**src/rtl/vram_pkg.sv**
```systemverilog
// vram_pkg: shared geometry, command and clear-state encodings for vram_sched
package vram_pkg;
  localparam int COLS = 80;
  localparam int ROWS = 30;
  localparam int CELLS = COLS * ROWS;
  localparam int AW = 12;
  localparam int DW = 12;
  localparam logic [AW-1:0] CELLS_A = AW'(CELLS);
  localparam logic [AW-1:0] LAST = AW'(CELLS - 1);
  localparam logic [DW-1:0] BLANK = 12'h020;
  typedef enum logic [1:0] {
    CMD_WRITE_AT   = 2'b00,
    CMD_WRITE_NEXT = 2'b01,
    CMD_SET_CURSOR = 2'b10,
    CMD_NOP        = 2'b11
  } cmd_t;
  typedef enum logic {
    CLR_IDLE = 1'b0,
    CLR_RUN  = 1'b1
  } clr_state_t;
endpackage

```
**src/rtl/vram_clr_fsm.sv**
```systemverilog
// vram_clr_fsm: screen-clear walker, one BLANK write per cycle not taken by scan
module vram_clr_fsm
  import vram_pkg::*;
(
  input  logic          pclk,
  input  logic          reset,
  input  logic          start,
  input  logic          scan,
  output logic          busy,
  output logic [AW-1:0] cnt,
  output logic          done
);
  clr_state_t state;
  assign busy = state == CLR_RUN;
  assign done = busy & ~scan & (cnt == LAST);
  always_ff @(posedge pclk) begin
    if (reset) begin
      state <= CLR_IDLE;
      cnt <= '0;
    end else if (state == CLR_IDLE) begin
      if (start) begin
        state <= CLR_RUN;
        cnt <= '0;
      end
    end else if (!scan) begin
      cnt <= cnt + 1'b1;
      if (cnt == LAST) state <= CLR_IDLE;
    end
  end
endmodule

```
**src/rtl/vram_sched.sv**
```systemverilog
// vram_sched: VRAM arbiter, scan > clear > writer; clear engine built with VRAM_CLEAR_EN
module vram_sched
  import vram_pkg::*;
(
  input  logic          pclk,
  input  logic          reset,
  input  logic          scan_req,
  input  logic [AW-1:0] scan_addr,
  output logic [DW-1:0] scan_data,
  output logic          scan_dvalid,
  input  logic          wr_valid,
  output logic          wr_ready,
  input  logic [1:0]    wr_cmd,
  input  logic [AW-1:0] wr_addr,
  input  logic [DW-1:0] wr_data,
  output logic [AW-1:0] cursor,
  input  logic          clr_start,
  output logic          clr_busy,
  output logic [AW-1:0] ram_addr,
  output logic          ram_we,
  output logic [DW-1:0] ram_wdata,
  input  logic [DW-1:0] ram_rdata
);
  logic scan_hit, acc, wr_we, clr_done, scan_q, hit_q;
  logic [AW-1:0] clr_cnt, wr_at;
`ifdef VRAM_CLEAR_EN
  vram_clr_fsm u_clr (
    .pclk(pclk), .reset(reset), .start(clr_start), .scan(scan_hit),
    .busy(clr_busy), .cnt(clr_cnt), .done(clr_done)
  );
`else
  logic unused_clr;
  assign unused_clr = clr_start;
  assign clr_busy = 1'b0;
  assign clr_cnt = '0;
  assign clr_done = 1'b0;
`endif
  assign scan_hit = scan_req & (scan_addr < CELLS_A);
  assign wr_ready = ~clr_busy & ~scan_hit;
  assign acc = wr_valid & wr_ready;
  assign wr_at = (wr_cmd == CMD_WRITE_NEXT) ? cursor : wr_addr;
  assign wr_we = (wr_cmd == CMD_WRITE_NEXT) | ((wr_cmd == CMD_WRITE_AT) & (wr_addr < CELLS_A));
  assign ram_addr = scan_hit ? scan_addr : clr_busy ? clr_cnt : wr_at;
  assign ram_we = ~reset & ~scan_hit & (clr_busy | (acc & wr_we));
  assign ram_wdata = clr_busy ? BLANK : wr_data;
  always_ff @(posedge pclk) begin
    if (reset) cursor <= '0;
    else if (clr_done) cursor <= '0;
    else if (acc & (wr_cmd == CMD_WRITE_NEXT)) cursor <= (cursor == LAST) ? '0 : cursor + 1'b1;
    else if (acc & (wr_cmd == CMD_SET_CURSOR) & (wr_addr < CELLS_A)) cursor <= wr_addr;
  end
  // out-of-range scans skip the RAM but still return BLANK on the normal schedule
  always_ff @(posedge pclk) begin
    if (reset) begin
      scan_q <= 1'b0;
      hit_q <= 1'b0;
      scan_dvalid <= 1'b0;
      scan_data <= '0;
    end else begin
      scan_q <= scan_req;
      hit_q <= scan_hit;
      scan_dvalid <= scan_q;
      if (scan_q) scan_data <= hit_q ? ram_rdata : BLANK;
    end
  end
endmodule
```
**config.mk**
```make
export PLATFORM = sky130hd
export DESIGN_NAME = vram_sched
export DESIGN_NICKNAME = d
export VERILOG_FILES = /design/src/rtl/vram_pkg.sv /design/src/rtl/vram_clr_fsm.sv /design/src/rtl/vram_sched.sv
export SDC_FILE = /design/constraint.sdc
export NUM_CORES = 1
export LEC_CHECK = 0
export ABC_AREA = 1
export BUFFER_PORTS_ARGS = -buffer_cell sky130_fd_sc_hd__clkbuf_2
export CAP_MARGIN = 20
export CORE_MARGIN = 2
export CORE_UTILIZATION = 40
export CTS_BUF_LIST = sky130_fd_sc_hd__clkbuf_16
export DETAILED_ROUTE_END_ITERATION = 12
export GPL_TIMING_DRIVEN = 0
export PLACE_DENSITY = 0.83
export SYNTH_ARGS = -nofsm -noshare
export SYNTH_HDL_FRONTEND = slang
export SYNTH_SLANG_ARGS = --single-unit
```
**constraint.sdc**
```tcl
create_clock -name pclk -period 1.57 [get_ports pclk]
set_clock_uncertainty 0.1 [all_clocks]
set_input_delay 0.2355 -clock pclk [delete_from_list [all_inputs] [get_ports pclk]]
set_output_delay 0.2355 -clock pclk [all_outputs]
set_load 0.01 [all_outputs]
```
* Yosys cells after proc, flatten, opt, wreduce, memory -nomap -nowiden
Index checks and enable logic that the tools add are counted.
** Word-level totals
- Bits in registers :: 27
- Bits of input ports :: 55
- Logic and storage cells :: 31
** Cells by class
- Add/subtract/negate cells :: 1
- Order comparisons :: 2
- Equal/unequal tests :: 3
- Multiplexer cells :: 6
- Bitwise logic cells :: 12
- Reduce and logical (&&, ||, !) cells :: 2
** Operators by type and width (number)
- 2-to-1 mux 12 bit :: 6
- < comparator 12 bit, second input constant :: 2
- adder 12 x 1 -> 12 bit, second input constant :: 1
- == test 12 bit, second input constant :: 1
- bitwise AND 1 bit :: 9
- == test 2 x 1 -> 1 bit, second input constant :: 1
- == test 2 bit, second input constant :: 1
- zero test 2 bit :: 1
- NOT 1 bit :: 2
- nonzero test 2 bit :: 1
- bitwise OR 1 bit :: 1

* Longest topological paths before layout
- Word-level depth :: 8
- Depth in mapped cells :: 12
- Mapped depth without buffers :: 12

* Least setup slack after synthesis
OpenSTA, ideal clock, no wires.
- Kind :: reg2reg
- From :: reg cursor[1]
- To :: reg cursor[3]
- Data arrival time :: 1.363 ns
- Data required time :: 1.342 ns
- Slack :: -0.021 ns
- Cell stages (with the launch flop) :: 13
- Path buffers :: 0
- Path through :: dfxtp_1 > ha_1 > nand2_2 > nor2_4 > inv_2 > nor2_2 > nand2_2 > clkinv_2 > nor2_1 > nand2_1 > nand2_1 > nor2_1 > nor2_1
** On the way
- Word-level cells in the longest chain between the ends :: 3
- Elaborated cells between the ends (all ways) :: 4
** Ends and longest elaborated chain
- start, declared :: line vram_sched.sv:16 : output logic [AW-1:0] cursor,
- start signal, assigned :: line vram_sched.sv:49 : else if (acc & (wr_cmd == CMD_WRITE_NEXT)) cursor <= (cursor == LAST) ? '0 : cursor + 1'b1;
- start signal, assigned :: line vram_sched.sv:50 : else if (acc & (wr_cmd == CMD_SET_CURSOR) & (wr_addr < CELLS_A)) cursor <= wr_addr;
- adder 12 x 1 -> 12 bit or == test 12 bit (tied branches) :: line vram_sched.sv:49
- 2-to-1 mux 12 bit (*) (2 in a row) :: line vram_sched.sv:49
Every way passes the cells marked *; elsewhere a longest branch is shown, timed or not.
A chain may end at the register's enable or synchronous reset.

* Worst setup path after layout
- From :: reg cursor[0]
- To :: reg cursor[7]
The elaborated chain is that of the path after synthesis.

==> metrics.md <==
| Metric | Value |
|---|---|
| Global route overflow | `0` |
| Yosys warning count | `0` |
| Run status | `finished with violations` |
| HP Start | `ram_rdata[0]` |
| Setup slack, reg-to-reg | `-0.04 ns` |
| Startpoint type of the worst setup path | `flop` |
| DR iter-0 viols | `between 150 and 200` |
| CP Max Fanout | `4` |
| Initial antenna violation count | `0` |
| Share of cells above drive strength 1 | `between 40% and 50%` |
| Max_slew headroom | `about two thirds` |
| Site row count | `25` |
| Fin Hold WS | `around 0.090 ns` |
| FF-to-FF Start | `cursor[0]$_SDFFE_PP0P_` |
| Core area | `around 4700 µm²` |
| Part of the cycle the worst path needs | `103%` |
| Max VDD drop | `0.398 mV` |
| Routed len/inst | `12.9 µm` |
| Hold Path Sink | `scan_data[0]$_SDFFE_PP0P_` |
| Largest net degree at the start of global routing | `17` |
| Slew Viols, Final | `0` |
| RSZ-0062 raised after global routing | `yes` |
| Clock Latency Late Sink | `0.27 ns` |
| Post-Place Cells | `465` |
| Vias per inst | `4.88` |
| Count of cell types in the netlist | `32` |
| Via count | `around 2400` |
| # hold bufs at CTS | `0` |
| Synth Net Count | `approximately 380` |
| CTS tree | `yes` |
| Antenna cells | `0` |
| Placer Congestion | `a little over 0.9` |
| Leak Pwr | `around 1.5 nW` |
| Endpoint class of the critical path | `flop` |
| Min cycle time layout | `roughly 1.6 ns` |
| Synthesis-to-finish area growth | `50.0%` |
| FF+latch count, synth | `27` |
| Setup TNS | `-0.0560 ns` |
| Slew @ Worst Pin | `0.528 ns` |
| Most common cell after layout, fill and taps aside | `nand2_1` |
| Reg clk slew, reported paths | `0.07 ns` |
| Hold crit path type | `in -> reg` |
| Detailed Place HPWL | `4290 µm` |
| Clk root buf | `clkbuf_16` |
| Fin cells | `approximately 480` |
| Starting Density | `around two fifths` |
| PD cells | `~630 nW/µm²` |
| Post-place setup slack | `-0.185 ns` |
| Syn Area/Cell | `slightly above 6 µm²` |
| Fin. Hold Viols | `0` |
| Global-route wire length before repair | `between 8000 and 9000 µm` |
| TritonRoute pass-1 iters | `4` |
| WS Path Type | `reg -> reg` |
| Worst setup margin | `-0.0403 ns` |
| Post-Syn Area | `1940 µm²` |
| Total CTS buffers | `3` |
| Vias in the first global route | `a little over 2000` |
| Max_cap viols | `0` |
| Ports | `107` |
| Drt drc | `0` |
| Port bufs | `92` |
| CP Data Required Time | `1.61 ns` |
| Chip width | `73.7 µm` |
| Final core occ | `between 60 and 70%` |
| Post-Route WL | `around 6200 µm` |
| Worst path arrival time | `around 1.7 ns` |
| Reg2reg end | `cursor[7]$_SDFFE_PP0P_` |
| Clock sinks | `27` |
| H-tree Lvls | `1` |
| Final net count | `487` |
| Max Fclk | `slightly above 600 MHz` |
| Seq/Total Area, Yosys | `27.8%` |
| Clock Path Buffers | `2` |
| Hold path depth | `3` |
| GRT Overall Usage | `20.8%` |
| Post-route ant nets | `0` |
| Worst R2R Path Depth | `10` |
| Failing checks | `negative setup slack` |
| Die Y-Extent | `around 74 µm` |
| Post-Syn Instances | `319` |
| DIE AREA | `5430 µm²` |
| Final setup violation count | `3` |
| Commonest cells after routing, fill and taps aside | `nand2_1 (90), clkbuf_2 (75), nor2_1 (40)` |
==> Yosys cell counts (all sizes together) <==
master  count  area share, %
dfxtp      27             28
xnor2       1           0.45
xor2        3            1.4
nand4       2           0.64
o221a       1           0.58
inv        40            7.7
clkbuf      4           0.77
buf        19            7.2
nor3        2           0.77
a31oi       4            1.3
o21ai       9            2.3
o211ai      1           0.39
nor2       58             14
clkinv      1           0.26
a21oi      24            6.2
nand2     102             21
ha          1           0.64
o21bai      2           0.97
nor4        1           0.32
conb        1           0.19
nand3      16            5.1
==> registers in the layout, indices dropped and copies added, names as in the netlist <==
register and count:
scan_data 12, cursor 12, scan_q 1, scan_dvalid 1, hit_q 1
==> metal layers <==
metal	GRT usage (%)	vias to the layer above	part of all wire, %
met1	26.1	1056	40
met4	3.43	0	1.4
met2	38.5	96	52
li1	-	1201	-
met3	2.47	8	7.0
met5	0	-	0
==> power breakdown <==
part	switching, mW	total, mW	internal (mW)
sequential	0.0200	0.722	0.702
combinational	0.267	0.499	0.232
clock	0.268	0.615	0.347
total	0.555	1.84	1.28
==> layout make-up <==
cell class              count  area (µm²)
inverters                  41         164
well taps                  54        67.6
multi-input cells         228        1230
flip-flops and latches     27         553
fillers                   433        1780
repair buffers            108         643
clock buffers               3        75.1
clock inverters             1        7.51
plain buffers              22         176
==> worst max path at each step <==
stage | from | end | slack (ns)
3_5_place_dp | scan_addr[5] | ram_addr[8] | -0.18
4_1_cts | scan_addr[5] | ram_addr[11] | 0.003
2_1_floorplan | cursor[0]$_SDFFE_PP0P_ | cursor[3]$_SDFFE_PP0P_ | 0.02
5_1_grt | cursor[1]$_SDFFE_PP0P_ | cursor[5]$_SDFFE_PP0P_ | -0.09
6_report | cursor[0]$_SDFFE_PP0P_ | cursor[7]$_SDFFE_PP0P_ | -0.04
3_3_place_gp | scan_addr[5] | ram_addr[8] | -0.18
==> critical path, cell delays in order, from the launching register on <==
cell	delay, ns
dfxtp_2	0.34
buf_4	0.14
inv_1	0.20
nor2_4	0.08
nand2_2	0.13
xor2_1	0.22
inv_2	0.05
nand2_1	0.06
nand2_1	0.04
nor2_1	0.07
nor2_1	0.04
==> metrics by stage <==
step           total power, mW  instance area [µm²]
2_1_floorplan            0.968                 1950
3_3_place_gp              1.13                 2470
3_5_place_dp              1.14                 2470
4_1_cts                   1.76                 2650
5_1_grt                   1.93                 2920
6_report                  1.84                 2920
==> what timing repair did <==
| action | CTS | global route |
|---|---|---|
| endpoints found under the hold margin | 0 | 0 |
| endpoints found under the setup margin | 20 | 23 |
| cloned | 0 | 2 |
| resized for setup | 13 | 72 |
| setup buffers | 6 | 8 |
| pin swaps | 2 | 13 |
==> kinds of logic (layout without fill, tap and decap cells) <==
logic type | Yosys count | in the layout | synth area share (%)
AND/OR/NAND/NOR | 181 | 181 | 41.9
buffers and inverters | 64 | 175 | 16.0
AO/OA/AOI/OAI | 41 | 41 | 11.7
flip-flops | 27 | 27 | 27.8
XOR/XNOR | 4 | 4 | 1.80
adder cells (fa/ha/maj) | 1 | 1 | 0.643
other | 1 | 1 | 0.193
Power figures use the tool's default switching activity.
